$ cat config.mk
export PLATFORM = sky130hd
export DESIGN_NAME = multiword_add_sequencer_flat
export DESIGN_NICKNAME = d
export VERILOG_FILES = /design/src/rtl/multiword_add_sequencer_if.sv /design/src/rtl/multiword_add_sequencer.sv /design/src/flat_wrapper.sv
export SDC_FILE = /design/constraint.sdc
export NUM_CORES = 1
export LEC_CHECK = 0
export BUFFER_PORTS_ARGS = -buffer_cell sky130_fd_sc_hd__buf_4
export CORE_AREA = 2 2 190 192
export DETAILED_ROUTE_END_ITERATION = 8
export DIE_AREA = 0 0 192 194
export PLACE_DENSITY_LB_ADDON = 0.15
export SLEW_MARGIN = 20
export SYNTH_ARGS = -nofsm -noshare
export SYNTH_HDL_FRONTEND = slang
export SYNTH_SLANG_ARGS = --single-unit
export TNS_END_PERCENT = 1
$ cat constraint.sdc
create_clock -name clk -period 2.6 [get_ports clk]
set_input_delay 0.65 -clock clk [delete_from_list [all_inputs] [get_ports clk]]
set_output_delay 0.65 -clock clk [all_outputs]
set_load 0.1 [all_outputs]
$ cat src/rtl/multiword_add_sequencer_if.sv
// Bundle of the issue-side handshake and the shared-adder datapath signals
// for multiword_add_sequencer.
//   slave  : the sequencer view (takes requests, drives the adder operands)
//   master : the environment view (issue logic plus the external N-bit adder)
// Signals:
//   start/sub/op_a/op_b            request and operands, sampled on accept
//   busy/done/result/carry_out/overflow  status and wide result
//   adder_a/adder_b/adder_cin      slice operands to the external adder
//   adder_sum/adder_cout           combinational adder response
interface multiword_add_sequencer_if #(
    parameter int N     = 32,
    parameter int WORDS = 4
);
    localparam int W = N * WORDS;

    logic         start;
    logic         sub;
    logic [W-1:0] op_a;
    logic [W-1:0] op_b;
    logic         busy;
    logic         done;
    logic [W-1:0] result;
    logic         carry_out;
    logic         overflow;
    logic [N-1:0] adder_a;
    logic [N-1:0] adder_b;
    logic         adder_cin;
    logic [N-1:0] adder_sum;
    logic         adder_cout;

    modport slave (
        input  start, sub, op_a, op_b, adder_sum, adder_cout,
        output busy, done, result, carry_out, overflow,
               adder_a, adder_b, adder_cin
    );

    modport master (
        output start, sub, op_a, op_b, adder_sum, adder_cout,
        input  busy, done, result, carry_out, overflow,
               adder_a, adder_b, adder_cin
    );
endinterface

$ cat src/rtl/multiword_add_sequencer.sv
// multiword_add_sequencer
// Performs a W = N*WORDS bit add or subtract on one external N-bit adder,
// one slice per cycle starting at the least significant slice. The carry is
// chained between slices in a register; the final slice also yields the
// carry-out and signed-overflow flags.
// Ports:
//   clk    rising-edge clock
//   rst_n  synchronous active-low reset
//   bus    multiword_add_sequencer_if.slave (request, status, adder slice)
module multiword_add_sequencer #(
    parameter int N     = 32,
    parameter int WORDS = 4
) (
    input  logic clk,
    input  logic rst_n,
    multiword_add_sequencer_if.slave bus
);
    localparam int W  = N * WORDS;
    localparam int IW = $clog2(WORDS);

    typedef enum logic [1:0] {IDLE, RUN, DONE} state_t;

    state_t        state_reg;
    state_t        state_next;
    logic [W-1:0]  a_reg;
    logic [W-1:0]  b_reg;
    logic          sub_reg;
    logic [IW-1:0] idx_reg;
    logic          carry_reg;
    logic          carry_out_reg;
    logic          overflow_reg;

    logic [N-1:0]  a_slice     [WORDS];
    logic [N-1:0]  b_slice     [WORDS];
    logic [N-1:0]  result_word [WORDS];

    logic          accept;
    logic          running;
    logic          last_slice;

    assign running    = (state_reg == RUN);
    assign last_slice = (idx_reg == IW'(WORDS - 1));

    // State register
    always_ff @(posedge clk) begin
        if (!rst_n) begin
            state_reg <= IDLE;
        end else begin
            state_reg <= state_next;
        end
    end

    // Next state; a request is honoured in IDLE and in DONE, never in RUN
    always_comb begin
        state_next = state_reg;
        accept     = 1'b0;
        case (state_reg)
            IDLE: begin
                if (bus.start) begin
                    accept     = 1'b1;
                    state_next = RUN;
                end
            end
            RUN: begin
                if (last_slice) begin
                    state_next = DONE;
                end
            end
            DONE: begin
                if (bus.start) begin
                    accept     = 1'b1;
                    state_next = RUN;
                end else begin
                    state_next = IDLE;
                end
            end
            default: state_next = IDLE;
        endcase
    end

    // Operand capture, carry chain and final flags
    always_ff @(posedge clk) begin
        if (!rst_n) begin
            a_reg         <= '0;
            b_reg         <= '0;
            sub_reg       <= 1'b0;
            idx_reg       <= '0;
            carry_reg     <= 1'b0;
            carry_out_reg <= 1'b0;
            overflow_reg  <= 1'b0;
        end else if (accept) begin
            a_reg     <= bus.op_a;
            b_reg     <= bus.op_b;
            sub_reg   <= bus.sub;
            idx_reg   <= '0;
            // Subtraction is A + ~B + 1: the +1 enters as the first carry
            carry_reg <= bus.sub;
        end else if (running) begin
            carry_reg <= bus.adder_cout;
            if (last_slice) begin
                carry_out_reg <= bus.adder_cout;
                // Signed overflow: operands agree in sign, sum disagrees
                overflow_reg  <= (a_reg[W-1] == (b_reg[W-1] ^ sub_reg)) &&
                                 (bus.adder_sum[N-1] != a_reg[W-1]);
            end else begin
                idx_reg <= idx_reg + 1'b1;
            end
        end
    end

    // Per-slice views of the operands and per-slice result registers
    generate
        for (genvar gi = 0; gi < WORDS; gi++) begin : g_slice
            assign a_slice[gi] = a_reg[gi*N +: N];
            assign b_slice[gi] = b_reg[gi*N +: N];

            always_ff @(posedge clk) begin
                if (!rst_n || accept) begin
                    result_word[gi] <= '0;
                end else if (running && (idx_reg == IW'(gi))) begin
                    result_word[gi] <= bus.adder_sum;
                end
            end

            assign bus.result[gi*N +: N] = result_word[gi];
        end
    endgenerate

    // Adder operands come only from registered state, so start never
    // reaches the shared adder combinationally; idle states drive zeros.
    assign bus.adder_a   = running ? a_slice[idx_reg] : '0;
    assign bus.adder_b   = running ? (b_slice[idx_reg] ^ {N{sub_reg}}) : '0;
    assign bus.adder_cin = running & carry_reg;

    assign bus.busy      = running;
    assign bus.done      = (state_reg == DONE);
    assign bus.carry_out = carry_out_reg;
    assign bus.overflow  = overflow_reg;
endmodule

$ cat src/flat_wrapper.sv
// flat-port wrapper written by rule: the top's interface ports become plain ports
module multiword_add_sequencer_flat 
#(
    parameter int N     = 32,
    parameter int WORDS = 4
)
  (clk, rst_n, bus_start, bus_sub, bus_op_a, bus_op_b, bus_adder_sum, bus_adder_cout, bus_busy, bus_done, bus_result, bus_carry_out, bus_overflow, bus_adder_a, bus_adder_b, bus_adder_cin);
  multiword_add_sequencer_if #(.N(N), .WORDS(WORDS)) bus_i ();
  input  logic clk;
  input  logic rst_n;
  input wire logic [$bits(bus_i.start)-1:0] bus_start;
  input wire logic [$bits(bus_i.sub)-1:0] bus_sub;
  input wire logic [$bits(bus_i.op_a)-1:0] bus_op_a;
  input wire logic [$bits(bus_i.op_b)-1:0] bus_op_b;
  input wire logic [$bits(bus_i.adder_sum)-1:0] bus_adder_sum;
  input wire logic [$bits(bus_i.adder_cout)-1:0] bus_adder_cout;
  output wire logic [$bits(bus_i.busy)-1:0] bus_busy;
  output wire logic [$bits(bus_i.done)-1:0] bus_done;
  output wire logic [$bits(bus_i.result)-1:0] bus_result;
  output wire logic [$bits(bus_i.carry_out)-1:0] bus_carry_out;
  output wire logic [$bits(bus_i.overflow)-1:0] bus_overflow;
  output wire logic [$bits(bus_i.adder_a)-1:0] bus_adder_a;
  output wire logic [$bits(bus_i.adder_b)-1:0] bus_adder_b;
  output wire logic [$bits(bus_i.adder_cin)-1:0] bus_adder_cin;
  assign bus_i.start = bus_start;
  assign bus_i.sub = bus_sub;
  assign bus_i.op_a = bus_op_a;
  assign bus_i.op_b = bus_op_b;
  assign bus_i.adder_sum = bus_adder_sum;
  assign bus_i.adder_cout = bus_adder_cout;
  assign bus_busy = bus_i.busy;
  assign bus_done = bus_i.done;
  assign bus_result = bus_i.result;
  assign bus_carry_out = bus_i.carry_out;
  assign bus_overflow = bus_i.overflow;
  assign bus_adder_a = bus_i.adder_a;
  assign bus_adder_b = bus_i.adder_b;
  assign bus_adder_cin = bus_i.adder_cin;
  multiword_add_sequencer #(.N(N), .WORDS(WORDS)) u_core (.clk(clk), .rst_n(rst_n), .bus(bus_i));
endmodule
== Word level (Yosys, flattened, before mapping) ==
Memories as Yosys holds them, arrays and structs flattened.
Cells that the tools add are included.
Cells by class
  bitwise operators: 11
  reductions and logical operators: 15
  multiplexer cells: 34
  equal/unequal tests: 9
  multiply operators: 0
  divide/modulo/power cells: 0
  shift operators: 0
  magnitude comparators: 1
  $add $sub $neg: 1
Operator list (count)
  32-bit two-way mux: 10
  32-bit binary-select mux with 2-bit select: 2
  32-bit bitwise XOR: 1
  1-bit two-way mux: 19
  2-bit equality test (second input constant): 3
  2-bit case mux with 3 select lines: 1
  1-bit logical AND: 5
  2-bit by 1-bit equality test with 1-bit output (second input constant): 2
  2-bit zero test: 2
  2-bit two-way mux: 2
  2-bit inequality test (second input constant): 2
  1-bit OR: 4
  2-bit AND reduction: 2
  2-bit OR reduction: 2
  3-bit >= comparator (second input constant): 1
  1-bit NOT: 3
  2-bit NOT with 3-bit output: 1
  3-bit AND reduction: 1
  2-bit by 1-bit adder with 2-bit output (second input constant): 1
  2-bit nonzero test: 1
  1-bit bitwise AND: 1
  1-bit equality test: 1
  1-bit zero test: 1
  1-bit logical OR: 1
  2 further kinds: 2
Storage, ports and cells
  latch bits: 0
  memories kept: 1
  ROM bits: 0
  RAM bits: 128
  input bits: 293
  bits in registers: 264
Memory list
  u_core.result_word: depth 4, bits a word 32, read ports 4, clocked after Yosys merged registers in 0, wr ports 4, RTL line multiword_add_sequencer.sv:35  | logic [N-1:0] result_word [WORDS];

== Longest topological paths before layout ==
Gate-level depths: netlist of the first run.
  depth in word-level cells: 7
  mapped depth: 7
  depth with buffers taken out: 4

== Least setup slack after synthesis of the first run ==
No wires, ideal clock.
  path kind: register to output
  from: register u_core.idx_reg[0]
  to: output port bus_adder_b[25]
  cell stages (with the launch flop): 5
  arrival time: 2.746 ns
  required time: 1.950 ns
  path slack: -0.796 ns
  cell sequence: dfxtp_1 -> buf_6 -> buf_6 -> mux4_2 -> mux2i_1
Between the ends
  cells in the longest elaborated chain, start to end: 6
Ends and longest elaborated chain
  start, declared: RTL line multiword_add_sequencer.sv:28  | logic [IW-1:0] idx_reg;
  start signal, assigned: RTL line multiword_add_sequencer.sv:106  | idx_reg <= idx_reg + 1'b1;
  2-bit NOT with 3-bit output (not written as such): RTL line multiword_add_sequencer.sv:132  | assign bus.adder_b = running ? (b_slice[idx_reg] ^ {N{sub_reg}}) : '0;
  32-bit binary-select mux with 2-bit select: RTL line multiword_add_sequencer.sv:132
  32-bit two-way mux (not written as such) (2 in series): RTL line multiword_add_sequencer.sv:132
  32-bit bitwise XOR: RTL line multiword_add_sequencer.sv:132
  32-bit two-way mux: RTL line multiword_add_sequencer.sv:132
  end, declared: RTL line flat_wrapper.sv:23  | output wire logic [$bits(bus_i.adder_b)-1:0] bus_adder_b;
Every way passes these cells. The select of a mux whose other input is x is not followed.

== Worst setup path in the final report of the first run ==
  from: register u_core.idx_reg[0]
  to: output port bus_adder_b[19]
Same word-level chain as after synthesis.

==> metrics.txt, run 1 <==
outcome finished, violations left; failing checks negative setup slack; via count 13000; mapped cell area 15900 um^2; DRC viols 0; starting DRC count in detailed routing 742; IO Pins 490; Avg WL per Cell 19.3 um; Hold Fails Final Rpt 0; Crit path arrival time 2.26 ns; Critical Path RT 1.95 ns; pwr dens 717 nW/um^2; IO buf count 489; Leakage 0.00923 uW; count of different cell masters after synthesis 27; Max Cap Viol 0; Routed WL 49000 um; vias in the first global route 12700; layout cell share with drive strength beyond 1 34.2%; hold_buf cts 0; Starting Density 45.2%; FMAX 0.343 GHz; die area 37200 um^2; syn_area_per_cell 10.1 um^2; Final setup viols 64; Synth Area in Compound Gates 8.37%; Psw 4790 uW; crit share post-route 112%; FP Rows 69; Root Driver clkbuf_16; CORE AREA 35200 um^2; Mapped Cells 1585; top cell family by delay on the critical path multiplexers; pre-CTS setup slack 0.202 ns; slew at the pin with the worst max-slew slack 0.627 ns; Worst setup SP type flop; pin count of the biggest net entering global routing 118; RSZ-0062 raised after global routing yes; Synth Net Count 1882; GR Overflow Total 0; Synth-to-Final Area Change 39.2%; H-tree Lvls 2; All-Layer GR Usage 25.6%; number of routed nets with antenna violations 0; mux contribution to synthesized area 11.2%; Skew-Pair Late Insertion Delay 0.53 ns; setup ws final -0.312 ns; CP max-delay cell mux4_2; CTS buffer count 42; main combinational cell family by area after synthesis simple AND/OR/NAND/NOR gates; clock tree from TritonCTS done; die width 192 um; WL met3 4290 um; Max Slew Vio Count 0; Setup crit end kind output port; crit-path max cell delay 0.52 ns; drt first pass iters 5; first-pass GRT wire length 73400 um; XOR/XNOR share of the synthesized area 0.110%; hpwl dp 33200 um; Max Used Layer met4; Slew HR 58.2%; Clock Sinks 392; crit path kind reg -> out; switching share of power 30.1%; Vias/cell 5.13; Met2 Wirelength 24100 um; M1 wire length 18900 um; Synth Register Bits 392; simple logic cell fraction of the synthesized area 19.3%; Max clock buf depth 3; sequential share of power 43.3%; Synth warnings 0; worst path buffer plus inverter count 3; clock skew 0.00690 ns; DP Area 20300 um^2; Peak VDD IR 611 uV; worst-path fanout max 7; Post-Synth Adder-Cell Area 0.314%; combinational share of power 20.5%; Worst-path clk slew 0.06 ns; final instance area 22200 um^2; initial antenna violation count 1; height of the die 194 um; Final #Nets 2338; fin crit period 2.91 ns; routability cong. 0.880; Top cell by count, worst path buf_12; commonest non-fill, non-tap cell in the layout nand2_1; post-synthesis sequential area ratio 57.3%; Clock power frac 36.1%; CP cell instances buf_12, buf_12, mux4_2, mux2i_2, buf_6; internal power 11100 uW; hold crit path type in -> reg; most frequent cells in the layout nand2_1 (517), buf_4 (440), dfxtp_1 (262)
-- metal layers --
layer  track usage (%)  vias to the layer above
met5                 0                        -
met4              9.33                        0
met3              6.90                       87
met2              43.2                      521
met1              31.4                     6137
li1                  -                     6242
-- through the flow --
step / total power (uW) / utilization [%] / hold WS, ns / std cells / TNS, ns
after floorplan: 9180 / - / 0.433 / 1585 / -10.26
after global placement: 10100 / 57.6 / 0.438 / 2444 / 0
after detailed placement: 10200 / 57.6 / 0.445 / 2444 / 0
after CTS: 16000 / 62.9 / 0.341 / 2532 / -16.00
after global routing: 16500 / 63.0 / 0.348 / 2534 / -17.71
final: 15900 / 63.0 / 0.356 / 2534 / -13.64
-- Yosys cell counts --
cell	count	share of area, %
nand2_1	518	12
dfxtp_1	264	33
a21oi_1	259	8.1
and2_1	161	6.3
edfxtp_1	128	24
clkbuf_1	69	1.6
mux4_2	64	9.0
buf_2	45	1.4
mux2i_1	34	2.1
and3_1	4	0.16
buf_1	4	0.094
ha_1	4	0.31
nor2_1	4	0.094
nor2b_1	4	0.16
a21o_1	3	0.14
buf_4	3	0.14
buf_6	2	0.14
inv_1	2	0.047
nand2b_1	2	0.078
nand3_1	2	0.063
nand3b_1	2	0.094
xnor2_1	2	0.11
a311oi_1	1	0.055
a31oi_1	1	0.039
and2b_1	1	0.047
inv_2	1	0.024
nor3b_1	1	0.047
-- worst reg2reg max path: stages (launching register included) --
cell and delay, ns:
dfxtp_4 0.55, buf_12 0.25, inv_1 0.09, ha_1 0.21, and3_2 0.40, and2_1 0.29
-- cell families after synthesis --
family	count (synthesis)
simple gates	699
flops	392
compound gates	264
buf+inv	126
mux	98
fa+ha+maj	4
xor+xnor	2
-- worst paths after layout --
check | start | endpoint | slack, ns | depth (start not counted)
max | u_core.idx_reg[0] | bus_adder_b[19] | -0.31 | 5
min | bus_op_b[89] | u_core.b_reg[89] | 0.36 | 3
max reg2reg | u_core.idx_reg[1] | u_core.result_word[0][8] | 0.56 | 5
min reg2reg | u_core.b_reg[125] | u_core.b_reg[125] | 0.45 | 2
-- area by class of cell --
type / instances / area (um^2)
fill: 2877 / 13000
timing repair buffer: 535 / 4700
sequential: 392 / 9140
inverter: 3 / 18.8
clock inverter: 12 / 88.8
clock buffer: 63 / 1230
tap: 461 / 577
antenna: 1 / 2.50
multi-input combinational: 1067 / 6430
-- what timing repair did --
action / 4_1_cts / 5_1_grt
buffers inserted: 8 / 1
gates resized for setup: 95 / 2
setup endpoints to repair: 65 / 64
gates cloned: 5 / 1
hold endpoints to repair: 0 / 0
-- power groups by stage --
| stage | combinational [uW] | sequential, uW | clock [uW] |
|---|---|---|---|
| finish | 3270 | 6900 | 5750 |
| global route | 3440 | 6930 | 6090 |
| floorplan | 1200 | 7980 | 0 |
| CTS | 3290 | 6890 | 5830 |
| detailed placement | 3160 | 7030 | 0 |
| global placement | 3130 | 7010 | 0 |
No activity file was read; power rests on OpenSTA's default activity.
==> inputs of run 2 (changes only) <==
Settings changed: BUFFER_PORTS_ARGS -buffer_cell sky130_fd_sc_hd__buf_4 to default, CORE_AREA 2 2 190 192 to 2 2 192 194, DIE_AREA 0 0 192 194 to 0 0 194 196, DONT_BUFFER_PORTS from default to 1, PLACE_DENSITY_LB_ADDON 0.15 to default.
==> metrics.txt, run 2 (same netlist as run 1, synthesis figures left out) <==
clock tree from TritonCTS done; Worst setup SP type flop; CORE AREA 36100 um^2; worst reg2reg path depth 8; placed insts 2166; Root Driver clkbuf_16; Slew HR 61.0%; hpwl dp 31700 um; vias in the first global route 12100; FILL cells 3042; Max Cap Viol 0; initial antenna violation count 1; first-pass GRT wire length 70700 um; Final setup viols 64; hold path depth 2; CTS buffer count 43; GR Overflow Total 0; DRC viols 0; H-tree Lvls 2; commonest non-fill, non-tap cell in the layout nand2_1; Routed WL 47400 um; IO Pins 490; Clock Sinks 392; outcome finished, violations left; Synth-to-Final Area Change 31.6%; All-Layer GR Usage 24.0%; failing checks negative setup slack; final std cells w/o fill 2260; Worst-path clk slew 0.06 ns; height of the die 196 um; starting DRC count in detailed routing 562; most frequent cells in the layout nand2_1 (517), dfxtp_1 (262), a21oi_1 (259); pin count of the biggest net entering global routing 135; die area 38000 um^2; number of routed nets with antenna violations 0; Design Power 16300 uW; fin crit period 2.83 ns; layout cell share with drive strength beyond 1 25.7%; hold crit path type in -> reg; Starting Density 44.2%; Final #Nets 2056; pre-CTS setup slack 0.225 ns; Hold Fails Final Rpt 0; setup ws final -0.229 ns; RSZ-0062 raised after global routing yes; die width 194 um; crit share post-route 109%; pwr dens 778 nW/um^2; slew at the pin with the worst max-slew slack 0.585 ns; Leakage 0.00815 uW; Critical Path RT 1.95 ns; routability cong. 0.863; IO buf count 0; Vias/cell 5.34; worst-path fanout max 8; crit path kind reg -> out; Max Slew Vio Count 0; drt first pass iters 5; FMAX 0.353 GHz; Skew-Pair Late Insertion Delay 0.54 ns; Max clock buf depth 3; Avg WL per Cell 21.0 um; FP Rows 70; Peak VDD IR 673 uV; via count 12100; clock skew 0.0173 ns; Crit path arrival time 2.18 ns; Setup crit end kind output port
## run 2: worst max-delay path: stages, from the launching register on
cell	delay, ns
dfxtp_4	0.39
buf_8	0.13
buf_12	0.12
buf_16	0.15
mux4_2	0.51
and2_4	0.18
buf_12	0.16
## run 2: final timing paths
check	startpoint	endpoint	slack (ns)
max	u_core.idx_reg[0]	bus_adder_a[18]	-0.23
min	bus_op_a[109]	u_core.a_reg[109]	0.24
max reg2reg	u_core.idx_reg[0]	u_core.result_word[3][4]	0.48
min reg2reg	u_core.b_reg[92]	u_core.b_reg[92]	0.45
## run 2: power by group
group	internal, uW	switching, uW	total (uW)
clock network	3930	2440	6370
registers	6710	182	6900
logic	876	2170	3050
total	11500	4790	16300
## run 2: cell type report
class,count,area (um^2),share of cell area [%]
well taps,468,586,2.79
repair buffers,252,3130,14.9
inverters,3,18.8,0.0895
clock inverters,12,173,0.823
multi-input cells,1067,6600,31.4
clock buffers,65,1330,6.35
flip-flops and latches,392,9140,43.6
diodes,1,2.50,0.0119
## run 2: what timing repair did
item,CTS,global route
gates resized for setup,54,10
hold buffers,0,0
endpoints found under the setup margin,65,65
buffers inserted,10,2
gates cloned,4,0
## run 2: per-stage QoR
stage          hold WS, ns  util, %  cell area [um^2]  TNS, ns
3_3_place_gp         0.439     52.6             19000        0
5_1_grt              0.212     58.1             21000   -17.70
2_1_floorplan        0.433        -             16100   -10.26
3_5_place_dp         0.443     52.6             19000        0
4_1_cts              0.218     57.8             20900   -14.33
6_report             0.235     58.1             21000   -12.62
## run 2: metal layers
metal	up-vias	share of wire, %	track usage, %
met5	-	0	0
met4	0	3.5	9.46
met3	91	9.4	7.68
met1	5791	38	28.3
li1	5685	-	-
met2	506	49	40.8
==> inputs of run 3 (changes only) <==
Clock period 2.6 ns to 2.55 ns, I/O delays scaled along.
==> metrics.txt, run 3 (same netlist as run 1, synthesis figures left out) <==
outcome finished, violations left; failing checks negative setup slack; Worst-path clk slew 0.06 ns; Fin Hold WS 0.211 ns; Max Slew Vio Count 0; worst reg2reg path depth 5; Worst Setup SP u_core.idx_reg[0]; crit-path max cell delay 0.55 ns; fin crit period 2.85 ns; vias in the first global route 12100; via count 12100; H-tree Lvls 2; pin count of the biggest net entering global routing 129; most frequent cells in the layout nand2_1 (517), dfxtp_1 (262), a21oi_1 (259); IO Pins 490; hold crit path type in -> reg; crit path kind reg -> out; GR Overflow Total 0; Setup crit end kind output port; height of the die 196 um; pre-CTS setup slack 0.206 ns; Crit path arrival time 2.21 ns; Starting Density 44.2%; Clock power frac 37.4%; Skew-Pair Late Insertion Delay 0.56 ns; worst-path fanout max 9; RSZ-0062 raised after global routing yes; Max clock buf depth 3; first-pass GRT wire length 71100 um; internal power 11300 uW; clock skew 0.0132 ns; routability cong. 0.891; hpwl dp 32900 um; Slew HR 61.0%; clock tree from TritonCTS done; Clock Sinks 392; crit share post-route 112%; worst path buffer plus inverter count 3; CP cell instances buf_12, buf_12, mux4_2, mux2i_4, buf_12; starting DRC count in detailed routing 632; Max Cap Viol 0; initial antenna violation count 0; Avg WL per Cell 20.9 um; Critical Path RT 1.91 ns; combinational share of power 19.2%; CP max-delay cell mux4_2; slew at the pin with the worst max-slew slack 0.585 ns; FP Rows 70; drt first pass iters 7; Worst path depth 5; Worst setup SP type flop; commonest non-fill, non-tap cell in the layout nand2_1; Design Power 16200 uW; worst r2r dst u_core.result_word[3][9]; Psw 4870 uW; R2R setup slack 0.49 ns; top cell family by delay on the critical path multiplexers; layout cell share with drive strength beyond 1 23.9%; sequential share of power 43.4%; Antenna Cells 0; DRC viols 0; die area 38000 um^2; pwr dens 776 nW/um^2; Final #Nets 2049; Peak VDD IR 770 uV; CORE AREA 36100 um^2; Leakage 0.00803 uW; Top cell by count, worst path buf_12; Routed WL 47100 um; Worst setup endpoint bus_adder_b[1]; Final setup viols 64; number of routed nets with antenna violations 0; Vias/cell 5.36; Hold Fails Final Rpt 0; All-Layer GR Usage 24.2%; FMAX 0.351 GHz; CTS buffer count 42; Synth-to-Final Area Change 31.1%; Root Driver clkbuf_16; Worst R2R Start u_core.idx_reg[1]; die width 194 um; switching share of power 30.0%; setup ws final -0.302 ns; IO buf count 0
==> run 3: cell types whose count changed in the layout (fill, tap and decap cells not counted), sizes merged <==
cell | before | now
diode | 1 | 0
clkinvlp | 2 | 0
bufinv | 4 | 1
clkbuf | 65 | 67
buf | 252 | 246
clkinv | 5 | 7
==> run 3: worst min-delay path by stage <==
stage	start	end	slack [ns]	cells past startpoint
2_1_floorplan	u_core.a_reg[64]	u_core.a_reg[64]	0.43	2
3_3_place_gp	u_core.a_reg[126]	u_core.a_reg[126]	0.44	2
3_5_place_dp	u_core.a_reg[71]	u_core.a_reg[71]	0.45	2
4_1_cts	bus_op_a[63]	u_core.a_reg[63]	0.18	2
5_1_grt	bus_op_a[61]	u_core.a_reg[61]	0.18	2
6_report	bus_op_a[88]	u_core.a_reg[88]	0.21	2
==> run 3: worst register-to-register path: cells and delay by family (launching register included) <==
kind / cells / cell delay, ns
DFF: 1 / 0.54
adders and majority gates: 1 / 0.29
buffers and inverters: 2 / 0.50
and+or+nand+nor: 2 / 0.40
==> run 3: area by class of cell <==
type                       count  area [um^2]
fill                        3061        15200
inverter                       3         18.8
timing repair buffer         246         3040
tap                          468          586
clock inverter                 9         72.6
multi-input combinational   1067         6720
sequential                   392         9140
clock buffer                  67         1310
==> run 3: per-stage QoR <==
step,utilization (%),instances,area (um^2),TNS [ns]
floorplan,-,1585,16300,-6.38
global placement,53.4,2169,19300,0
detailed placement,53.4,2169,19300,0
CTS,57.8,2252,20900,-18.02
global route,57.9,2252,20900,-20.84
finish,57.9,2252,20900,-15.01
==> run 3: power by group through the flow <==
stage | registers [uW] | logic (uW) | clock network [uW]
2_1_floorplan | 8140 | 1280 | 0
3_3_place_gp | 7160 | 3030 | 0
3_5_place_dp | 7180 | 3060 | 0
4_1_cts | 7040 | 3120 | 6170
5_1_grt | 7070 | 3250 | 6440
6_report | 7040 | 3110 | 6070
==> run 3: timing repair <==
| action | 4_1_cts | 5_1_grt |
|---|---|---|
| gates cloned | 2 | 0 |
| pin swaps | 0 | 0 |
| hold buffers | 0 | 0 |
| resized for setup | 27 | 4 |
| buffers inserted | 5 | 0 |
| endpoints found under the setup margin | 66 | 65 |
| endpoints found under the hold margin | 0 | 0 |
==> run 3: routing by layer <==
metal | global-route usage, % | share of wire [%] | wire length (um) | up-vias
met3 | 8.30 | 9.6 | 4550 | 111
met2 | 40.4 | 49 | 23000 | 517
met4 | 10.3 | 4.0 | 1900 | 0
met5 | 0 | 0 | 0 | -
met1 | 28.6 | 38 | 17700 | 5777
li1 | - | - | - | 5670
